===== src/rtl/sync_fifo_fwft_pkg.sv =====
// Shared defaults for the show-ahead FIFO.
// Holds the default word width and depth used by sync_fifo_fwft.
package sync_fifo_fwft_pkg;

    localparam int DEF_WIDTH   = 8;
    localparam int DEF_ENTRIES = 16;

endpackage


===== src/rtl/sync_fifo_fwft_ram.sv =====
// Simple dual-port RAM: one write port, one registered read port.
// Ports: wclk/we/waddr/wdata write side; rclk/raddr/read_data read side.
module simple_dual_port_ram #(
    parameter int WIDTH   = 8,
    parameter int ENTRIES = 16
) (
    input  logic                       wclk,
    input  logic                       we,
    input  logic [$clog2(ENTRIES)-1:0] waddr,
    input  logic [WIDTH-1:0]           wdata,
    input  logic                       rclk,
    input  logic [$clog2(ENTRIES)-1:0] raddr,
    output logic [WIDTH-1:0]           read_data
);

    logic [WIDTH-1:0] mem [ENTRIES];

    always_ff @(posedge wclk) begin
        if (we) begin
            mem[waddr] <= wdata;
        end
    end

    always_ff @(posedge rclk) begin
        read_data <= mem[raddr];
    end

endmodule


===== src/rtl/sync_fifo_fwft.sv =====
// First-word-fall-through FIFO over a registered-read dual-port RAM.
// Ports: clk, rst_n, din/wr_en/full, dout/rd_en/empty, count.
module sync_fifo_fwft
    import sync_fifo_fwft_pkg::*;
#(
    parameter int WIDTH   = DEF_WIDTH,
    parameter int ENTRIES = DEF_ENTRIES
) (
    input  logic                     clk,
    input  logic                     rst_n,
    input  logic [WIDTH-1:0]         din,
    input  logic                     wr_en,
    output logic                     full,
    input  logic                     rd_en,
    output logic [WIDTH-1:0]         dout,
    output logic                     empty,
    output logic [$clog2(ENTRIES):0] count
);

    localparam int ADDR_W = $clog2(ENTRIES);
    localparam int CNT_W  = ADDR_W + 1;

    logic [ADDR_W-1:0] wr_ptr;
    logic [ADDR_W-1:0] rd_ptr;
    logic [ADDR_W-1:0] raddr;
    logic              push;
    logic              pop;
    logic              collide;
    logic [CNT_W-1:0]  count_nxt;

    assign push = wr_en & ~full;
    assign pop  = rd_en & ~empty;

    // Look one slot ahead on a pop so the next head is ready after the edge.
    assign raddr = pop ? rd_ptr + 1'b1 : rd_ptr;

    // Writing the slot being read returns stale data; hide it behind empty.
    assign collide = push & (wr_ptr == raddr);

    always_comb begin
        count_nxt = count;
        case ({push, pop})
            2'b10:   count_nxt = count + 1'b1;
            2'b01:   count_nxt = count - 1'b1;
            default: count_nxt = count;
        endcase
    end

    always_ff @(posedge clk or negedge rst_n) begin
        if (!rst_n) begin
            wr_ptr <= '0;
            rd_ptr <= '0;
            count  <= '0;
            empty  <= 1'b1;
            full   <= 1'b0;
        end else begin
            if (push) begin
                wr_ptr <= wr_ptr + 1'b1;
            end
            if (pop) begin
                rd_ptr <= rd_ptr + 1'b1;
            end
            count <= count_nxt;
            empty <= (count_nxt == '0) | collide;
            full  <= (count_nxt == CNT_W'(ENTRIES));
        end
    end

    simple_dual_port_ram #(
        .WIDTH   (WIDTH),
        .ENTRIES (ENTRIES)
    ) u_ram (
        .wclk      (clk),
        .we        (push),
        .waddr     (wr_ptr),
        .wdata     (din),
        .rclk      (clk),
        .raddr     (raddr),
        .read_data (dout)
    );

endmodule


===== config.mk =====
export PLATFORM = sky130hd
export DESIGN_NAME = sync_fifo_fwft
export DESIGN_NICKNAME = d
export VERILOG_FILES = /design/src/rtl/sync_fifo_fwft_pkg.sv /design/src/rtl/sync_fifo_fwft_ram.sv /design/src/rtl/sync_fifo_fwft.sv
export SDC_FILE = /design/constraint.sdc
export NUM_CORES = 1
export LEC_CHECK = 0
export ABC_AREA = 1
export CELL_PAD_IN_SITES_DETAIL_PLACEMENT = 1
export CELL_PAD_IN_SITES_GLOBAL_PLACEMENT = 1
export CORE_MARGIN = 10
export CORE_UTILIZATION = 44
export DETAILED_ROUTE_END_ITERATION = 8
export GPL_ROUTABILITY_DRIVEN = 0
export GPL_TIMING_DRIVEN = 1
export PLACE_DENSITY = 0.73
export REMOVE_ABC_BUFFERS = 1
export SLEW_MARGIN = 40
export SYNTH_ARGS = -nofsm -noshare
export SYNTH_HDL_FRONTEND = slang
export SYNTH_SLANG_ARGS = --single-unit

===== constraint.sdc =====
create_clock -name clk -period 2.45 [get_ports clk]
set_input_delay 0.6125 -clock clk [delete_from_list [all_inputs] [get_ports clk]]
set_output_delay 0.6125 -clock clk [all_outputs]
set_load 0.01 [all_outputs]

Word-level counts from Yosys, hierarchy flattened
Memories as Yosys holds them, arrays and structs flattened. A register that Yosys moved wholly into a read port is not among the register bits.
Cells that the tools add are included.
{"block": "totals", "ff_bits": 15, "mem_bits_rw": 128, "input_bits": 12, "out_inout_bits": 15, "word_cells": 25, "memories": 1}
{"block": "op_classes", "addsub": 4, "n_eq_ne": 4, "mux": 4, "bitwise_logic": 6, "reduce_logical": 1}
{"name": "u_ram.mem", "words": 16, "word_bits": 8, "rd": 1, "rd_ports_with_merged_regs": 1, "write_ports": 1, "line": "sync_fifo_fwft_ram.sv:16", "source": "logic [WIDTH-1:0] mem [ENTRIES];"}
{"op": "$pmux W5 S2", "n": 1}
{"op": "$add A4 B1 Y4 const B", "n": 2}
{"op": "$add A5 B1 Y5 const B", "n": 1}
{"op": "$eq A5 B5 Y1 const B", "n": 1}
{"op": "$logic_not A5 Y1", "n": 1}
{"op": "$sub A5 B1 Y5 const B", "n": 1}
{"op": "$eq A4 B4 Y1", "n": 1}
{"op": "$mux W4", "n": 1}
{"op": "$and A1 B1 Y1", "n": 3}
{"op": "$eq A2 B1 Y1 const B", "n": 1}
{"op": "$eq A2 B2 Y1 const B", "n": 1}
{"op": "$mux W1", "n": 2}
{"op": "$not A1 Y1", "n": 2}
{"op": "$or A1 B1 Y1", "n": 1}

Depth between registers and ports, before layout
{"block": "logic_depth", "ltp_word": 6, "mapped_depth": 17, "ltp_nobuf": 17}

Cells and area by module
Synthesis repeated with hierarchy kept, for this count alone.
{"block": "unflattened", "cells_unflattened": 680, "hier_area_um2": 6697.7}
{"module": "simple_dual_port_ram", "n_inst": 1, "cells_each": 551, "area_per_inst_um2": 5766.8, "seq_area_each_um2": 4003.8}
{"module": "sync_fifo_fwft", "n_inst": 1, "cells_each": 129, "area_per_inst_um2": 930.9, "seq_area_each_um2": 376.6}

Worst setup path after synthesis
No wires, ideal clock.
{"block": "synth_timing", "path_type": "in2reg", "startpoint": "input wr_en", "endpoint": "register empty", "setup_time_ns": 0.073, "arrival_time_ns": 2.500, "required_ns": 2.377, "path_slack_ns": -0.123, "cell_stages": 14, "n_path_buf": 0, "path_cell_list": "inv_1 -> nor2_1 -> inv_1 -> ha_1 -> nand2_1 -> inv_1 -> nor2_1 -> ha_1 -> nand2_1 -> nand2_1 -> or2_2 -> nor2_1 -> nand3_1 -> o21bai_1"}
{"block": "synth_via", "elab_chain_len": 5, "elab_cells_between_ends": 7, "classes_between": "eq/ne (2); mux (1); bitwise (3); reduce/logical (1)"}
{"item": "start, declared", "line": "sync_fifo_fwft.sv:12", "source": "input logic wr_en,"}
{"item": "$and A1 B1 Y1 (*)", "line": "sync_fifo_fwft.sv:31", "source": "assign push = wr_en & ~full;"}
{"item": "$eq A2 B1 Y1 or $eq A2 B2 Y1 (tied branches)", "line": "sync_fifo_fwft.sv:42", "source": "case ({push, pop})"}
{"item": "$pmux W5 S2 (*)", "line": "sync_fifo_fwft.sv:42"}
{"item": "named net count_nxt[1]", "line": "sync_fifo_fwft.sv:29", "source": "logic [CNT_W-1:0] count_nxt;"}
{"item": "$logic_not A5 Y1 (*)", "line": "sync_fifo_fwft.sv:64", "source": "empty <= (count_nxt == '0) | collide;"}
{"item": "$or A1 B1 Y1 (*)", "line": "sync_fifo_fwft.sv:64"}
{"item": "end signal, assigned", "line": "sync_fifo_fwft.sv:64"}
{"item": "end, declared", "line": "sync_fifo_fwft.sv:16", "source": "output logic empty,"}
Mark *: on every way through the listed nets, which the timed path passes. The rest lies on a longest branch.
A chain may end at the register's enable or synchronous reset.

Worst setup path after layout
Same ends and word-level chain as after synthesis.

==> flow_summary_export.csv <==
group,metric,value,unit
outcome,status,"finished, final reports clean",
yosys,syn_avg_cell_area,11.1,um2
timing,rsz0062_at_grt,"no",
clocking,cts_buffers,17,
detailed_routing,met3_length,543,um
yosys,ys_top_cells_by_count,"196 x nand2_1, 128 x edfxtp_1, 74 x nand3_1, 60 x inv_1, 30 x o211ai_2",
timing,fin_tns_setup,0,ns
yosys,yosysMostFrequentCell,"nand2_1",
power_and_ir_drop,p_sw_share,36.6,%
detailed_routing,via_count,4639,
setup_path,crit_end,"empty",
setup_path,timing.rr.start,"empty",
global_routing,grt_antenna_before_repair,0,
yosys,async_flop_share,9.93,%
detailed_routing,drt_pass1_iterations,5,
power_and_ir_drop,internal-power,0.00636,W
yosys,seq_area_frac_synth,65.3,%
detailed_routing,dr.first_iter.drc_count,253,
yosys,ys_warn_count,0,
floorplan,fp.dieW,143,um
power_and_ir_drop,power.net_switching,0.00367,W
setup_path,r2r_setup_slack,0.41,ns
cells_and_area,drive_above_1_share,19.2,%
setup_path,crit_path_max_incr_delay,0.46,ns
timing,slew_headroom,52.4,%
clocking,cts_sinks,151,
yosys,synth-edff-count,128,
setup_path,crit_start,"wr_en",
setup_path,critPathLaunchType,"input port",
detailed_routing,drc,0,
detailed_routing,wire_per_inst,20.2,um
setup_path,reg2reg_depth,12,
timing,fmax,435,MHz
setup_path,crit_fanout,3,
floorplan,ios,27,
timing,tightest_slew,0.712,ns
timing,fin_crit_sh,93.8,%
yosys,synth_cells,603,
detailed_routing,ant_nets,0,
clocking,ctsHoldBuffers,0,
cells_and_area,final_nets,693,
clocking,clockBufferDepth,2,
global_routing,track_usage,18.1,%
clocking,clockRootBuffer,"clkbuf_16",
global_routing,grt_max_degree,52,
setup_path,cpMaxStageDelayCell,"clkdlybuf4s50_1",
min_path,hp-class,"input port to asynchronous set/reset pin",
setup_path,rr_endpoint,"empty",
detailed_routing,met1_length,7.68,mm
timing,period_minus_slack,2.30,ns
setup_path,crit_top_cell,"nand2_2",
power_and_ir_drop,max-vdd-ir-drop,0.000607,V
power_and_ir_drop,power_density,1240,nW/um2
power_and_ir_drop,clkPwrFrac,26.4,%
floorplan,core,15100,um2
setup_path,cp.arrival,2.65,ns
global_routing,grt_pass1_wl,28.2,mm
yosys,synth_area_leaders,"edfxtp_1 57%, nand2_1 11%, o211ai_2 5.6%",
clocking,htree_levels,4,
timing,hold_viol,0,
floorplan,start_util,44.4,%
detailed_routing,wl_met2,9.09,mm
floorplan,die_y,143,um
yosys,yosys.area.top_type,"edfxtp_1",
clocking,cts_tree,"built",
floorplan,row_count,45,
power_and_ir_drop,leakage,3.33,nW
setup_path,path_cells,"clkdlybuf4s50_1 -> inv_1 -> nor2_2 -> inv_2 -> ha_4 -> nand2_2 -> inv_2 -> nor2_4 -> ha_4 -> nand2_2 -> nand2_2 -> or2_4 -> nor2_1 -> nand3_1 -> o21bai_1",
setup_path,critPathKind,"input port to flip-flop",
yosys,synthFlopType,"edfxtp_1",
yosys,ys_types,27,
clocking,cts.reportedPaths.clkPinSlew,0.06,ns
flow_run,cap_viol_max_count,0,
setup_path,end_kind,"flip-flop",
cells_and_area,nFillCells,1600,
timing,slew_violations,0,
cells_and_area,antenna_cells,0,
detailed_routing,vias_per_cell,5.31,
yosys,synth_seq_cells,151,
setup_path,required,2.80,ns
power_and_ir_drop,p_comb_share,39.2,%
timing,skew,0.00756,ns
power_and_ir_drop,power,0.0100,W
timing,setup_viol,0,
global_routing,grt_overflow,0,
global_routing,first_global_vias,5177,
yosys,syn-cell-area,6700,um2
cells_and_area,syn2layout_area_growth,21.1,%
floorplan,fp.dieArea,20600,um2
yosys,synth_top_area_share,57.3,%
power_and_ir_drop,p_seq_share,34.4,%
detailed_routing,wl,17.7,mm
detailed_routing,dr.max_layer_used,"met4",
place,dp_hpwl,11.9,mm
clocking,insertion_delay,0.43,ns
place,io_buffers,26,
timing,whs,0.607,ns
==> layout make-up <==
type | instances | area (um2) | area share, %
sequential | 151 | 4380 | 54.0
multi-input combinational | 365 | 1980 | 24.4
tap | 188 | 235 | 2.90
clock buffer | 23 | 468 | 5.76
timing repair buffer | 72 | 681 | 8.38
clock inverter | 9 | 125 | 1.54
inverter | 66 | 248 | 3.05
==> layout by cell type (no fill, tap or decap), types with 4 or more instances in the layout <==
| cell type | count |
|---|---|
| inv_2 | 8 |
| clkbuf_1 | 4 |
| ha_1 | 5 |
| buf_12 | 6 |
| nor2_1 | 20 |
| dfrtp_1 | 14 |
| nand3_1 | 74 |
| buf_4 | 40 |
| clkdlybuf4s50_1 | 26 |
| dfxtp_1 | 8 |
| nor2_4 | 4 |
| edfxtp_1 | 128 |
| nand2_2 | 8 |
| inv_1 | 58 |
| o211ai_2 | 30 |
| clkbuf_16 | 17 |
| nand3b_1 | 9 |
| nand4_1 | 4 |
| nand2_1 | 193 |
==> power by group through the flow <==
stage                     clock network, W  logic, W  registers (W)
final                              0.00265   0.00393        0.00345
after global routing               0.00280   0.00434        0.00349
after CTS                          0.00269   0.00391        0.00344
after detailed placement                 0   0.00383        0.00349
after global placement                   0   0.00368        0.00346
after floorplan                          0   0.00210        0.00348
==> through the flow <==
stage	setup slack (ns)	instances	util (%)	instance area (um2)
2_1_floorplan	-0.123	582	-	6560
3_3_place_gp	-0.355	841	49.5	7460
3_5_place_dp	-0.453	841	49.5	7460
4_1_cts	0.000538	873	53.4	8060
5_1_grt	0.0274	874	53.8	8120
6_report	0.153	874	53.8	8120
==> registers in the layout (all words and copies together), names as in the netlist <==
| register | flops |
|---|---|
| wr_ptr | 4 |
| count | 5 |
| rd_ptr | 4 |
| empty | 1 |
| full | 1 |
| u_ram.read_data | 8 |
| u_ram.mem | 128 |
==> worst max-delay path, delay by kind of cell <==
family | cells | cell delay (ns)
AND/OR/NAND/NOR | 8 | 0.86
AO/OA/AOI/OAI | 1 | 0.16
buffers and inverters | 4 | 0.63
adder cells (fa/ha/maj) | 2 | 0.39
==> cell families after synthesis <==
kind of cell / after synthesis / share of synthesized area (%)
xor gates and xnor gates: 4 / 0.523
adders and majority gates: 8 / 1.49
and+or+nand+nor: 317 / 20.6
DFF: 151 / 65.3
buffers and inverters: 87 / 5.92
AOI/OAI and AO/OA: 36 / 6.16
==> worst min-delay path by stage <==
stage          slack [ns]        end       from
6_report             0.61  wr_ptr[2]      rst_n
5_1_grt              0.63  wr_ptr[0]  wr_ptr[0]
4_1_cts              0.59   count[0]   count[0]
3_5_place_dp         0.58   count[0]   count[0]
3_3_place_gp         0.55   count[0]   count[0]
2_1_floorplan        0.32   count[0]      rst_n
==> routing by layer <==
layer  GRT usage [%]  up-vias
met2            31.6       83
met3            3.50       28
li1                -     2175
met4            6.66        0
met1            21.8     2353
met5               0        -
==> what timing repair did <==
item | in CTS | in global routing
resized for setup | 1 | 14
pin swaps | 0 | 8
setup endpoints to repair | 2 | 2
endpoints found under the hold margin | 0 | 0
setup buffers | 0 | 1
Note: power is estimated with default switching activity, not from simulation.
